$ cat src/rtl/rp_pkg.sv
// Shared definitions for the return-pointer stack: opcode encoding and a
// ceil-log2 helper used to size the head and count registers.
package rp_pkg;

  typedef enum logic [1:0] {
    RP_HOLD = 2'd0,
    RP_PUSH = 2'd1,
    RP_POP  = 2'd2,
    RP_LOAD = 2'd3
  } rp_op_e;

  function automatic int clog2(input int value);
    int r;
    r = 0;
    while ((1 << r) < value) r++;
    return r;
  endfunction

endpackage

$ cat src/rtl/rp_lifo_mem.sv
// Return-address storage: synchronous write, two asynchronous read ports.
// Contents are deliberately left unreset.
`default_nettype none
module rp_lifo_mem #(
  parameter int DEPTH  = 8,
  parameter int DATA_W = 16,
  parameter int AW     = 3
) (
  input  logic              clk_i,
  input  logic              we_i,
  input  logic [AW-1:0]     waddr_i,
  input  logic [DATA_W-1:0] wdata_i,
  input  logic [AW-1:0]     raddr_a_i,
  output logic [DATA_W-1:0] rdata_a_o,
  input  logic [AW-1:0]     raddr_b_i,
  output logic [DATA_W-1:0] rdata_b_o
);

  logic [DATA_W-1:0] mem_q [DEPTH];

  always_ff @(posedge clk_i) begin
    if (we_i) mem_q[waddr_i] <= wdata_i;
  end

  assign rdata_a_o = mem_q[raddr_a_i];
  assign rdata_b_o = mem_q[raddr_b_i];

endmodule
`default_nettype wire

$ cat src/rtl/subsystem_rpstack.sv
// Return-pointer stack: hardware LIFO of return addresses with occupancy
// pointer, registered top-of-stack, and sticky overflow/underflow flags.
`default_nettype none
module subsystem_rpstack
  import rp_pkg::*;
#(
  parameter int DATA_W = 16,
  parameter int DEPTH  = 8,
  parameter int RP_W   = 16,
  parameter int WRAP   = 0
) (
  input  logic              CLK,
  input  logic              reset_n,
  input  logic [1:0]        rp_op,
  input  logic [DATA_W-1:0] push_data,
  input  logic [RP_W-1:0]   load_val,
  input  logic              clr_err,
  output logic [RP_W-1:0]   rp,
  output logic [DATA_W-1:0] top_data,
  output logic              empty,
  output logic              full,
  output logic              overflow,
  output logic              underflow
);

  localparam int AW = clog2(DEPTH);
  localparam int CW = clog2(DEPTH + 1);
  localparam logic [CW-1:0]   C_DEPTH  = CW'(DEPTH);
  localparam logic [RP_W-1:0] LOAD_MAX = RP_W'(DEPTH);

  logic [AW-1:0]     head_q, head_d;
  logic [CW-1:0]     count_q, count_d;
  logic [DATA_W-1:0] top_q, top_d;
  logic              ovf_q, ovf_d, unf_q, unf_d;

  logic              mem_we;
  logic [AW-1:0]     pop_idx, ld_idx;
  logic [DATA_W-1:0] pop_rd, ld_rd;
  logic [CW-1:0]     ld_cnt;
  logic              ld_over, is_full, is_empty, ovf_evt, unf_evt;
  rp_op_e            op;

  assign op       = rp_op_e'(rp_op);
  assign is_full  = (count_q == C_DEPTH);
  assign is_empty = (count_q == '0);
  assign ld_over  = (load_val > LOAD_MAX);
  assign ld_cnt   = ld_over ? C_DEPTH : load_val[CW-1:0];
  // head-2 is the entry that becomes top after a pop (head-1 is being discarded).
  assign pop_idx  = head_q - AW'(2);
  assign ld_idx   = AW'(ld_cnt - CW'(1));

  rp_lifo_mem #(
    .DEPTH  (DEPTH),
    .DATA_W (DATA_W),
    .AW     (AW)
  ) u_mem (
    .clk_i     (CLK),
    .we_i      (mem_we),
    .waddr_i   (head_q),
    .wdata_i   (push_data),
    .raddr_a_i (pop_idx),
    .rdata_a_o (pop_rd),
    .raddr_b_i (ld_idx),
    .rdata_b_o (ld_rd)
  );

  always_comb begin
    head_d  = head_q;
    count_d = count_q;
    top_d   = top_q;
    mem_we  = 1'b0;
    ovf_evt = 1'b0;
    unf_evt = 1'b0;
    case (op)
      RP_PUSH: begin
        ovf_evt = is_full;
        if (!is_full || (WRAP != 0)) begin
          mem_we = 1'b1;
          head_d = head_q + AW'(1);
          top_d  = push_data;
          if (!is_full) count_d = count_q + CW'(1);
        end
      end
      RP_POP: begin
        if (is_empty) begin
          unf_evt = 1'b1;
        end else begin
          head_d  = head_q - AW'(1);
          count_d = count_q - CW'(1);
          top_d   = (count_q == CW'(1)) ? '0 : pop_rd;
        end
      end
      RP_LOAD: begin
        count_d = ld_cnt;
        head_d  = ld_cnt[AW-1:0];
        top_d   = (ld_cnt == '0) ? '0 : ld_rd;
        ovf_evt = ld_over;
      end
      default: ;
    endcase
    // A new error on the same edge as clr_err must still be recorded.
    ovf_d = (ovf_q & ~clr_err) | ovf_evt;
    unf_d = (unf_q & ~clr_err) | unf_evt;
  end

  always_ff @(posedge CLK or negedge reset_n) begin
    if (!reset_n) begin
      head_q  <= '0;
      count_q <= '0;
      top_q   <= '0;
      ovf_q   <= 1'b0;
      unf_q   <= 1'b0;
    end else begin
      head_q  <= head_d;
      count_q <= count_d;
      top_q   <= top_d;
      ovf_q   <= ovf_d;
      unf_q   <= unf_d;
    end
  end

  assign rp        = RP_W'(count_q);
  assign top_data  = top_q;
  assign empty     = is_empty;
  assign full      = is_full;
  assign overflow  = ovf_q;
  assign underflow = unf_q;

endmodule
`default_nettype wire

$ cat config.mk
export PLATFORM = sky130hd
export DESIGN_NAME = subsystem_rpstack
export DESIGN_NICKNAME = d
export VERILOG_FILES = /design/src/rtl/rp_pkg.sv /design/src/rtl/rp_lifo_mem.sv /design/src/rtl/subsystem_rpstack.sv
export SDC_FILE = /design/constraint.sdc
export NUM_CORES = 1
export LEC_CHECK = 0
export CAP_MARGIN = 20
export CORE_UTILIZATION = 58
export DETAILED_ROUTE_END_ITERATION = 16
export GPL_TIMING_DRIVEN = 1
export PLACE_DENSITY = 0.91
export SYNTH_ARGS = -nofsm -noshare
export SYNTH_HDL_FRONTEND = slang
export SYNTH_SLANG_ARGS = --single-unit
$ cat constraint.sdc
create_clock -name CLK -period 2.94 [get_ports CLK]
set_input_delay 0.588 -clock CLK [delete_from_list [all_inputs] [get_ports CLK]]
set_output_delay 0.588 -clock CLK [all_outputs]
set_load 0.1 [all_outputs]
==> metrics.md <==
| Metric | Value |
|---|---|
| Most used flip-flop cell after synthesis | edfxtp_1 |
| Vias in the first global route | between 5k and 6k |
| DR vias | ~5.2k |
| GRT Overall Usage | 29.94% |
| Status | complete, no violations |
| Power Dens Cells | approximately 850 nW/µm² |
| Gate power share | 37.9% |
| Wire per inst | 25.38 µm |
| Post-synth cell types | 49 |
| Clock sink count | 153 |
| Max_slew headroom | 53.97% |
| Die Span Y | 117.4 µm |
| First-pass detailed-route iteration total | 5 |
| Die area | 13780 µm² |
| Worst Path Arrival | 3.22 ns |
| RSZ-0062 raised after global routing | true |
| Worst-Margin Slew | 0.6905 ns |
| Yosys top cell by area | edfxtp_1 |
| Mapped Cells | 494 |
| Min Tclk post-route | 2.913 ns |
| Setup CP Type | in2reg |
| Final Worst Setup Slack | 0.02652 ns |
| Largest net degree at the start of global routing | 44 |
| Synth top area share | 49.79% |
| Yosys warnings | 0 |
| First-pass GRT wire length | 30260 µm |
| Core Footprint | 12770 µm² |
| Pre-CTS WS | -0.4073 ns |
| Synth async-reset ratio | about 16% |
| Sw Ratio | 39.25% |
| Clock-pin slew on the worst setup and hold paths | ~0.06 ns |
| CTS root buf | clkbuf_16 |
| Starting Density | 60.44% |
| Post-Route WL | 19490 µm |
| H-tree levels | 4 |
| Sequential power share | a little over a third |
| Fill cells | 703 |
| TritonCTS buffer count | 17 |
| Final Hold Fails | 0 |
| EDFF count, synth | 128 |
| Drt first-iter violations | 597 |
| Reg2Reg Depth | 8 |
| # diodes | 0 |
| DRC viols | 0 |
| Fin. max-slew vios | 0 |
| Routability Congestion | a little over 0.8 |
| Cells after DPL | 736 |
| CTS tree | done |
| Final setup viols | 0 |
| Clk buf depth | 2 |
| CP Capture Type | flop |
| Die X-Extent | 117.4 µm |
| FP Rows | 41 |
| Share of layout cells above drive strength 1 | 28.36% |
| Sw power | 3.084 mW |
| Worst Skew | approximately 0.0066 ns |
| Post-synthesis register bit count | 153 |
| Max FO, Critical Path | 14 |
| CP startpoint kind | input port |
| Clk Latency, worst-skew pair | around 0.43 ns |
| Highest clock rate | 343.2 MHz |
| Post-synthesis sequential area ratio | between 50% and 60% |
| Overflow after GRT | 0 |
| Port-buffer cells | 60 |
| Post-CTS Hold Buffers | 0 |
| Initial antenna violation count | 0 |
| HPWL after DPL | approximately 12000 µm |
| IO Pins | 73 |
| R2r setup slk | about 0.32 ns |
| Synth top area cells | edfxtp_1, mux4_2, dfrtp_1, mux4_1, mux2i_1 |
| Nets@finish | 629 |
| Post-Syn Area per Cell | 15.63 µm² |
| Vias per inst | 6.768 |
| Clk pwr share | 25.9% |
| Layout Cells excl Fill | between 700 and 800 |
| ANT nets after route | 0 |
| Max Cap Viol | 0 |
| Worst vdd ir | around 620 µV |
| Worst Path Required | 3.24 ns |
| Lkg Pwr | around 3.3 nW |
| Synthesis-to-layout area growth | 20.39% |
| Worst hold path type | in2async |
| Mapped cell area | about 7700 µm² |
| Final worst-path cycle share | 99.10% |
| Internal | roughly 4.8 mW |
state kept, by name, indices dropped and copies added, names as in the netlist:
signal and flops:
count_q 4, u_mem.mem_q 128, top_data 16, overflow 1, underflow 1, head_q 3
power groups by stage:
stage	clock (mW)	sequential, mW	combinational (mW)
3_3_place_gp	0	2.84	2.82
4_1_cts	2.05	2.83	2.96
5_1_grt	2.13	2.86	3.11
6_report	2.04	2.84	2.98
2_1_floorplan	0	3.54	1.45
3_5_place_dp	0	2.86	2.91
cell type report:
cell class / instances / area [µm²] / share of cell area, %
repair buffers: 102 / 968.4 / 10.42
well taps: 172 / 215.2 / 2.316
multi-input cells: 299 / 3040 / 32.71
flip-flops and latches: 153 / 4476 / 48.16
clock buffers: 18 / 429.2 / 4.618
clock inverters: 14 / 125.1 / 1.346
inverters: 10 / 40.04 / 0.4308
kinds of logic after synthesis:
| family | share of synthesized area [%] |
|---|---|
| DFF | 57.89 |
| adders and majority gates | 1.556 |
| other | 0.04858 |
| buffers and inverters | 3.630 |
| xor gates and xnor gates | 0.1135 |
| AOI/OAI and AO/OA | 7.099 |
| and+or+nand+nor | 9.271 |
| muxes | 20.39 |
per-stage QoR:
step                      power [mW]  cell area, µm²  utilization, %  hold WS [ns]  setup TNS, ns
after floorplan                4.996            7801               -        0.2924        -0.2119
final                          7.857            9294           72.76        0.5441              0
after global placement         5.656            8735           68.38        0.5157         -4.599
after global routing           8.099            9294           72.76        0.5664       -0.02179
after detailed placement       5.776            8735           68.38        0.5477         -5.614
after CTS                      7.833            9289           72.72        0.5350              0
timing repair:
action,4_1_cts,5_1_grt
endpoints found under the setup margin,0,9
resized for setup,0,3
setup buffers,0,0
worst paths after layout:
kind / from / to
setup reg to reg: head_q[2] / top_data[3]
max in group asynchronous: reset_n / count_q[0]
min in group CLK: overflow / overflow
hold / removal: reset_n / head_q[2]
setup / recovery: load_val[10] / top_data[3]
hold reg to reg: overflow / overflow
critical path: stages:
cell and delay (ns):
clkdlybuf4s50_1 0.42, or4_4 0.57, nor4_4 0.31, buf_4 0.19
inv_4 0.04, ha_4 0.37, buf_12 0.18, mux4_1 0.31
nand2_1 0.13, o211ai_2 0.11
placed cells by master, fill, tap and decap left out, types with 3 or more instances in the layout:
cell type        instances
edfxtp_1               128
buf_4                   57
clkdlybuf4s50_1         36
nand2_1                 34
mux4_2                  33
mux2i_1                 22
nor2_1                  20
mux4_1                  20
dfrtp_1                 20
clkbuf_16               17
nand2b_1                14
and3_1                  14
conb_1                  12
and2_1                  11
o211ai_2                10
inv_1                    9
o211ai_1                 9
buf_12                   9
nand3_1                  8
nor2b_1                  7
nor3_1                   7
a22oi_1                  7
ha_1                     7
a21oi_1                  6
mux2_2                   6
o22ai_1                  5
a2bb2oi_1                5
o2111ai_1                5
clkinvlp_4               5
dfrtp_2                  5
o21ai_0                  4
or4_4                    3
a221o_1                  3
clkinv_4                 3
synthesized netlist by cell type, types with 6 or more instances:
library cell	number
buf_4	12
clkbuf_1	22
nand2b_1	14
nor2_1	21
o211ai_1	9
edfxtp_1	128
mux4_1	22
o211ai_2	10
nand2_1	35
nand3_1	8
mux4_2	31
nor2b_1	7
mux2i_1	23
mux2_2	6
a22oi_1	7
dfrtp_1	25
a21oi_1	6
and2_1	11
ha_1	8
nor3_1	7
and3_1	14
inv_1	10
layer usage:
layer / wire, µm / vias up / part of all wire [%] / track usage [%]
li1: - / 2145 / - / -
met1: 7021 / 2546 / 36 / 36.80
met2: 9559 / 418 / 49 / 48.22
met3: 2000 / 89 / 10 / 7.928
met4: 907 / 0 / 4.7 / 16.96
met5: 0 / - / 0 / 0
Power figures use the tool's default switching activity.
